<file path="src/rtl/if1_fetch_ctrl_pkg.sv">
// Shared types for the IF1 fetch sequencer: FSM states, redirect kinds and
// the redirect record passed between the arbiter and the sequencer.
package if1_fetch_ctrl_pkg;

   typedef enum logic {
      S_IDLE = 1'b0,
      S_REQ  = 1'b1
   } fetch_state_e;

   typedef enum logic [1:0] {
      RD_NONE = 2'd0,
      RD_EXC  = 2'd1,
      RD_EX   = 2'd2,
      RD_ID   = 2'd3
   } redirect_kind_e;

   typedef struct packed {
      logic           valid;
      redirect_kind_e kind;
      logic [31:0]    target;
   } redirect_t;

   // Larger rank wins; RD_NONE ranks below every real redirect.
   function automatic logic [1:0] kind_rank(input redirect_kind_e kind);
      case (kind)
         RD_EXC:  return 2'd3;
         RD_EX:   return 2'd2;
         RD_ID:   return 2'd1;
         default: return 2'd0;
      endcase
   endfunction

   // Exception and mispredict redirects load the corrected PC.
   function automatic logic kind_is_wrong(input redirect_kind_e kind);
      return (kind == RD_EXC) || (kind == RD_EX);
   endfunction

endpackage

</file>
<file path="src/rtl/if1_fetch_ctrl_arb.sv">
// Redirect arbiter: resolves same-cycle redirect pulses by priority and holds
// the winner until the sequencer applies it. The output is the merged view of
// the held redirect and this cycle's pulses, so a redirect can be applied in
// the same cycle it arrives.
module fetch_redirect_arb
   import if1_fetch_ctrl_pkg::*;
(
   input  logic        clk,
   input  logic        rst,
   input  logic        exc_redirect,
   input  logic [31:0] exc_target,
   input  logic        ex_redirect,
   input  logic [31:0] ex_target,
   input  logic        id_redirect,
   input  logic [31:0] id_target,
   input  logic        apply,
   output redirect_t   redir
);

   redirect_t incoming;
   redirect_t pending_q;
   redirect_t pending_d;

   // Pick the highest-priority pulse of this cycle.
   always_comb begin
      // NOTE: every combinational output gets a default first so no path can infer a latch.
      incoming = '0;
      if (exc_redirect) begin
         incoming = '{valid: 1'b1, kind: RD_EXC, target: exc_target};
      end else if (ex_redirect) begin
         incoming = '{valid: 1'b1, kind: RD_EX, target: ex_target};
      end else if (id_redirect) begin
         incoming = '{valid: 1'b1, kind: RD_ID, target: id_target};
      end
   end

   // A new pulse of equal or higher priority replaces the held redirect.
   always_comb begin
      redir = pending_q;
      if (incoming.valid && (kind_rank(incoming.kind) >= kind_rank(pending_q.kind))) begin
         redir = incoming;
      end
   end

   // Applying a redirect empties the hold register; otherwise keep the merged winner.
   always_comb begin
      pending_d = redir;
      if (apply) begin
         pending_d = '0;
      end
   end

   // Hold register for a redirect that could not be applied yet.
   always_ff @(posedge clk or posedge rst) begin
      if (rst) begin
         // NOTE: sequential state uses non-blocking assignments so all flops update together.
         pending_q <= '0;
      end else begin
         pending_q <= pending_d;
      end
   end

endmodule

</file>
<file path="src/rtl/if1_fetch_ctrl.sv">
// IF1 fetch sequencer: drives PC update strobes and selects, presents icache
// requests (address held stable until accepted), counts in-flight fetches and
// marks responses that belong to a path abandoned by a redirect.
module if1_fetch_ctrl
   import if1_fetch_ctrl_pkg::*;
#(
   parameter int MAX_OUTST = 2,
   parameter int CNT_W     = 2
) (
   input  logic        clk,
   input  logic        rst,
   input  logic        exc_redirect,
   input  logic [31:0] exc_target,
   input  logic        ex_redirect,
   input  logic [31:0] ex_target,
   input  logic        id_redirect,
   input  logic [31:0] id_target,
   input  logic        if_stall,
   input  logic        icache_addr_ok,
   input  logic        icache_data_ok,
   output logic        icache_req,
   output logic        pc_wen,
   output logic        pc_is_wrong,
   output logic [31:0] pc_correct,
   output logic        is_branch,
   output logic [31:0] branch_address,
   output logic        resp_discard,
   output logic        if_flush
);

   localparam logic [CNT_W-1:0] CNT_ONE = CNT_W'(1);
   localparam logic [CNT_W-1:0] CNT_MAX = CNT_W'(MAX_OUTST);

   fetch_state_e     state_q;
   fetch_state_e     state_d;
   logic [CNT_W-1:0] outst_q;
   logic [CNT_W-1:0] outst_d;
   logic [CNT_W-1:0] discard_q;
   logic [CNT_W-1:0] discard_d;
   redirect_t        redir;
   logic             accept;
   logic             apply;
   logic             can_issue;

   fetch_redirect_arb u_arb (
      .clk          (clk),
      .rst          (rst),
      .exc_redirect (exc_redirect),
      .exc_target   (exc_target),
      .ex_redirect  (ex_redirect),
      .ex_target    (ex_target),
      .id_redirect  (id_redirect),
      .id_target    (id_target),
      .apply        (apply),
      .redir        (redir)
   );

   // While a request is presented its address (the PC) must not move, so a
   // redirect may only land in the cycle the icache accepts it.
   assign accept = (state_q == S_REQ) && icache_addr_ok;
   assign apply  = redir.valid && ((state_q == S_IDLE) || accept);

   // In-flight count: +1 on accept, -1 per response, clamped at zero.
   always_comb begin
      outst_d = outst_q;
      if (accept && !icache_data_ok) begin
         outst_d = outst_q + CNT_ONE;
      end else if (!accept && icache_data_ok && (outst_q != '0)) begin
         outst_d = outst_q - CNT_ONE;
      end
   end

   // Wrong-path count: a redirect condemns everything still in flight,
   // including a request accepted this same cycle.
   always_comb begin
      discard_d = discard_q;
      if (apply) begin
         discard_d = outst_d;
      end else if (icache_data_ok && (discard_q != '0)) begin
         discard_d = discard_q - CNT_ONE;
      end
   end

   // Next state and output decode; outputs are forced low during reset.
   always_comb begin
      can_issue      = !if_stall && (outst_d < CNT_MAX);
      state_d        = state_q;
      icache_req     = 1'b0;
      pc_wen         = 1'b0;
      pc_is_wrong    = 1'b0;
      pc_correct     = '0;
      is_branch      = 1'b0;
      branch_address = '0;
      resp_discard   = 1'b0;
      if_flush       = 1'b0;

      case (state_q)
         S_IDLE: if (can_issue) state_d = S_REQ;
         S_REQ:  if (accept)    state_d = can_issue ? S_REQ : S_IDLE;
         default:               state_d = S_IDLE;
      endcase

      if (!rst) begin
         icache_req   = (state_q == S_REQ);
         pc_wen       = apply || accept;
         if_flush     = apply;
         pc_is_wrong  = apply && kind_is_wrong(redir.kind);
         is_branch    = apply && (redir.kind == RD_ID);
         resp_discard = icache_data_ok && (discard_q != '0);
         if (pc_is_wrong) pc_correct     = redir.target;
         if (is_branch)   branch_address = redir.target;
      end
   end

   // State and counter registers.
   always_ff @(posedge clk or posedge rst) begin
      if (rst) begin
         state_q   <= S_IDLE;
         outst_q   <= '0;
         discard_q <= '0;
      end else begin
         state_q   <= state_d;
         outst_q   <= outst_d;
         discard_q <= discard_d;
      end
   end

endmodule

</file>
<file path="config.mk">
export PLATFORM = sky130hd
export DESIGN_NAME = if1_fetch_ctrl
export DESIGN_NICKNAME = d
export VERILOG_FILES = /design/src/rtl/if1_fetch_ctrl_pkg.sv /design/src/rtl/if1_fetch_ctrl_arb.sv /design/src/rtl/if1_fetch_ctrl.sv
export SDC_FILE = /design/constraint.sdc
export NUM_CORES = 1
export LEC_CHECK = 0
export CORE_MARGIN = 2
export CORE_UTILIZATION = 35
export DETAILED_ROUTE_END_ITERATION = 12
export PLACE_DENSITY = 0.74
export SLEW_MARGIN = 15
export SYNTH_ARGS = -nofsm -noshare
export SYNTH_HDL_FRONTEND = slang
export SYNTH_SLANG_ARGS = --single-unit
export TNS_END_PERCENT = 10
</file>
<file path="constraint.sdc">
create_clock -name clk -period 4.6 [get_ports clk]
set_input_delay 0.46 -clock clk [delete_from_list [all_inputs] [get_ports clk]]
set_output_delay 0.46 -clock clk [all_outputs]
set_load 0.02 [all_outputs]
</file>
==> summary.md <==
| Metric | Value |
|---|---|
| Status | `complete, no violations` |
| DRT antenna net count | `0` |
| Mean Syn Cell Area | `8.45 um2` |
| Area grow syn2layout | `60.0%` |
| Core area | `8680 um2` |
| Die X | `98.5 um` |
| Synthesized area | `3130 um2` |
| CP Max Fanout | `26` |
| Initial Util | `~36%` |
| Skew-Pair Late Insertion Delay | `roughly 0.29 ns` |
| Tot GR Track Use | `21.1%` |
| Vias in the first global route | `between 3,000 and 4,000` |
| CP arrival | `between 3 and 4 ns` |
| Crit-path cells | `clkdlybuf4s50_1, nor2b_2, nor2_1, ha_1, nand2b_1, a21oi_4, buf_4, o31a_1, ha_1, nand4_1, buf_4, a21oi_1, clkdlybuf4s50_1` |
| Pin count of the biggest net entering global routing | `69` |
| Fin util | `57.6%` |
| Unique masters post-synth | `34` |
| Commonest cells after routing, fill and taps aside | `clkdlybuf4s50_1 (172), a21oi_1 (95), dfrtp_1 (40)` |
| Unrepaired setup endpoints after global routing | `false` |
| Fin. max-slew vios | `0` |
| Cell row count | `34` |
| Type of the most critical hold path | `input port to async pin` |
| Initial antenna violation count | `1` |
| Final wirelength | `10.5 mm` |
| Synthesized flop and latch total | `40` |
| Global-route wire length before repair | `16.9 mm` |
| Setup TNS | `0 ns` |
| Num CTS Buffers | `5` |
| Port bufs | `173` |
| Critical path class | `input port to primary output` |
| Period utilisation layout | `91.5%` |
| Via/cell ratio | `between 5 and 6` |
| Max_cap viols | `0` |
| Die Area | `9700 um2` |
| Yosys top cell area share | `32.0%` |
| Pre-CTS setup slack | `0.357 ns` |
| Met3 Routed Length | `797 um` |
| Slowest cell on crit path | `clkdlybuf4s50_1` |
| Max rail drop VDD | `just under 0.2 mV` |
| Bufs on Longest Clock Path | `2` |
| CTS tree | `yes` |
| H-tree level count | `2` |
| Initial DRT Pass Iterations | `4` |
| CTS-repair resized insts | `0` |
| Detailed Place HPWL | `approximately 7.6 mm` |
| Ys Warns | `0` |
| Synth top area cells | `dfrtp_1 (32%), a21oi_1 (15%), or4_4 (9.0%)` |
| # diodes | `0` |
| CTS Sinks | `40` |
| Most common cell after layout, fill and taps aside | `clkdlybuf4s50_1` |
| Root buf cell | `clkbuf_8` |
| Routability cong. | `0.796` |
| GRT overflow | `0` |
| WL per Instance | `16.6 um` |
| Fin cells | `634` |
| Net Count, Synth | `482` |
| Via count | `between 3,000 and 4,000` |
| Clock transition at the registers of the reported paths | `0.07 ns` |
| Highest metal used | `met4` |
| Sequential share of the synthesized area | `32.0%` |
| Synth area leader | `dfrtp_1` |
| Nets | `637` |
| M1 WL | `4.28 mm` |
| Pwr Density | `464 nW/um2` |
| Final worst slack | `0.389 ns` |
| Period minus WS final | `4.21 ns` |
| Num ports | `174` |
| Max Freq | `237 MHz` |
| Dpl cells | `626` |
| Final setup fails | `0` |
| Worst path max stage delay | `0.63 ns` |
| Hold_buf cts | `0` |
| Post CTS Setup Buffer Count | `0` |
| Hold Fails Final Rpt | `0` |
| Worst Path Required | `4.14 ns` |
| Layout cells sized above 1 | `approximately 11%` |
| Skew final | `0.00469 ns` |
| Leak | `about 1.9 nW` |
| Drt drc | `0` |
| Worst setup SP type | `input port` |
| Initial drt markers | `between 90 and 100` |
| Syn Inst Count | `370` |
| Routed met2 length | `around 5.3 mm` |
| CP endpoint kind | `primary output` |
| Worst Tran Pin Value | `0.883 ns` |
| Die Span Y | `98.5 um` |
| Relative slew margins | `between 40% and 50%` |
kinds of logic after synthesis:
family / Yosys count / share of synthesized area (%)
adder cells (fa/ha/maj): 8 / 3.20
multiplexers: 3 / 1.04
flip-flops: 40 / 32.0
AND/OR/NAND/NOR: 93 / 22.0
AO/OA/AOI/OAI: 173 / 32.9
buffers and inverters: 51 / 8.25
XOR/XNOR: 2 / 0.561
registers in the layout (all words and copies together), names as in the netlist:
signal and flops:
outst_q 2, discard_q 2, u_arb.pending_q 35, state_q 1
routing by layer:
metal	vias to the layer above	global-route usage, %
met5	-	0
met4	0	6.85
met3	18	5.25
met2	136	38.4
met1	1688	24.3
li1	1703	-
report_power, final:
part	switching (mW)	internal [mW]	total, mW
combinational	0.870	0.700	1.57
sequential	0.0399	0.474	0.514
clock	0.115	0.122	0.237
final timing paths:
check,from,end,slack [ns],cells past startpoint
hold reg to reg,outst_q[0]$_DFF_PP0_,outst_q[0]$_DFF_PP0_,0.56,2
hold / removal,rst,u_arb.pending_q[32]$_DFF_PP0_,0.47,2
max in group asynchronous,rst,u_arb.pending_q[25]$_DFF_PP0_,3.45,3
setup reg to reg,u_arb.pending_q[33]$_DFF_PP0_,u_arb.pending_q[3]$_DFF_PP0_,2.19,10
min in group clk,outst_q[0]$_DFF_PP0_,outst_q[0]$_DFF_PP0_,0.56,2
setup / recovery,id_redirect,pc_correct[8],0.39,13
layout make-up:
| class | count | area (um2) |
|---|---|---|
| clock buffer | 8 | 90.1 |
| fill | 823 | 3680 |
| multi-input combinational | 279 | 1880 |
| timing repair buffer | 188 | 1850 |
| inverter | 11 | 41.3 |
| tap | 108 | 135 |
| sequential | 40 | 1000 |
cells in the mapped netlist (all sizes together):
library cell	instances
nor2b	34
o21ai	35
and3	1
a221oi	32
and2	1
nor3b	1
o21ba	1
nor2	10
a211o	1
nand2b	6
o311a	1
nand4	2
inv	11
o31a	2
or3	1
dfrtp	40
mux2i	1
a21oi	99
mux2	2
or4	32
buf	23
xnor2	2
nand2	4
or2	1
clkbuf	17
ha	8
o21a	1
o211a	1
critical path: cells and delay by family:
family	cells	cell delay, ns
adder cells (fa/ha/maj)	2	0.53
AND/OR/NAND/NOR	4	0.53
buffers and inverters	4	1.67
AO/OA/AOI/OAI	3	0.54
metrics by stage:
step           hold slack, ns  power (mW)  instance area, um2
2_1_floorplan           0.502        1.53                3130
3_3_place_gp            0.530        2.06                4910
3_5_place_dp            0.548        2.10                4910
4_1_cts                 0.466        2.34                5000
5_1_grt                 0.479        2.50                5000
6_report                0.470        2.32                5000
(Power assumes the default switching activity.)
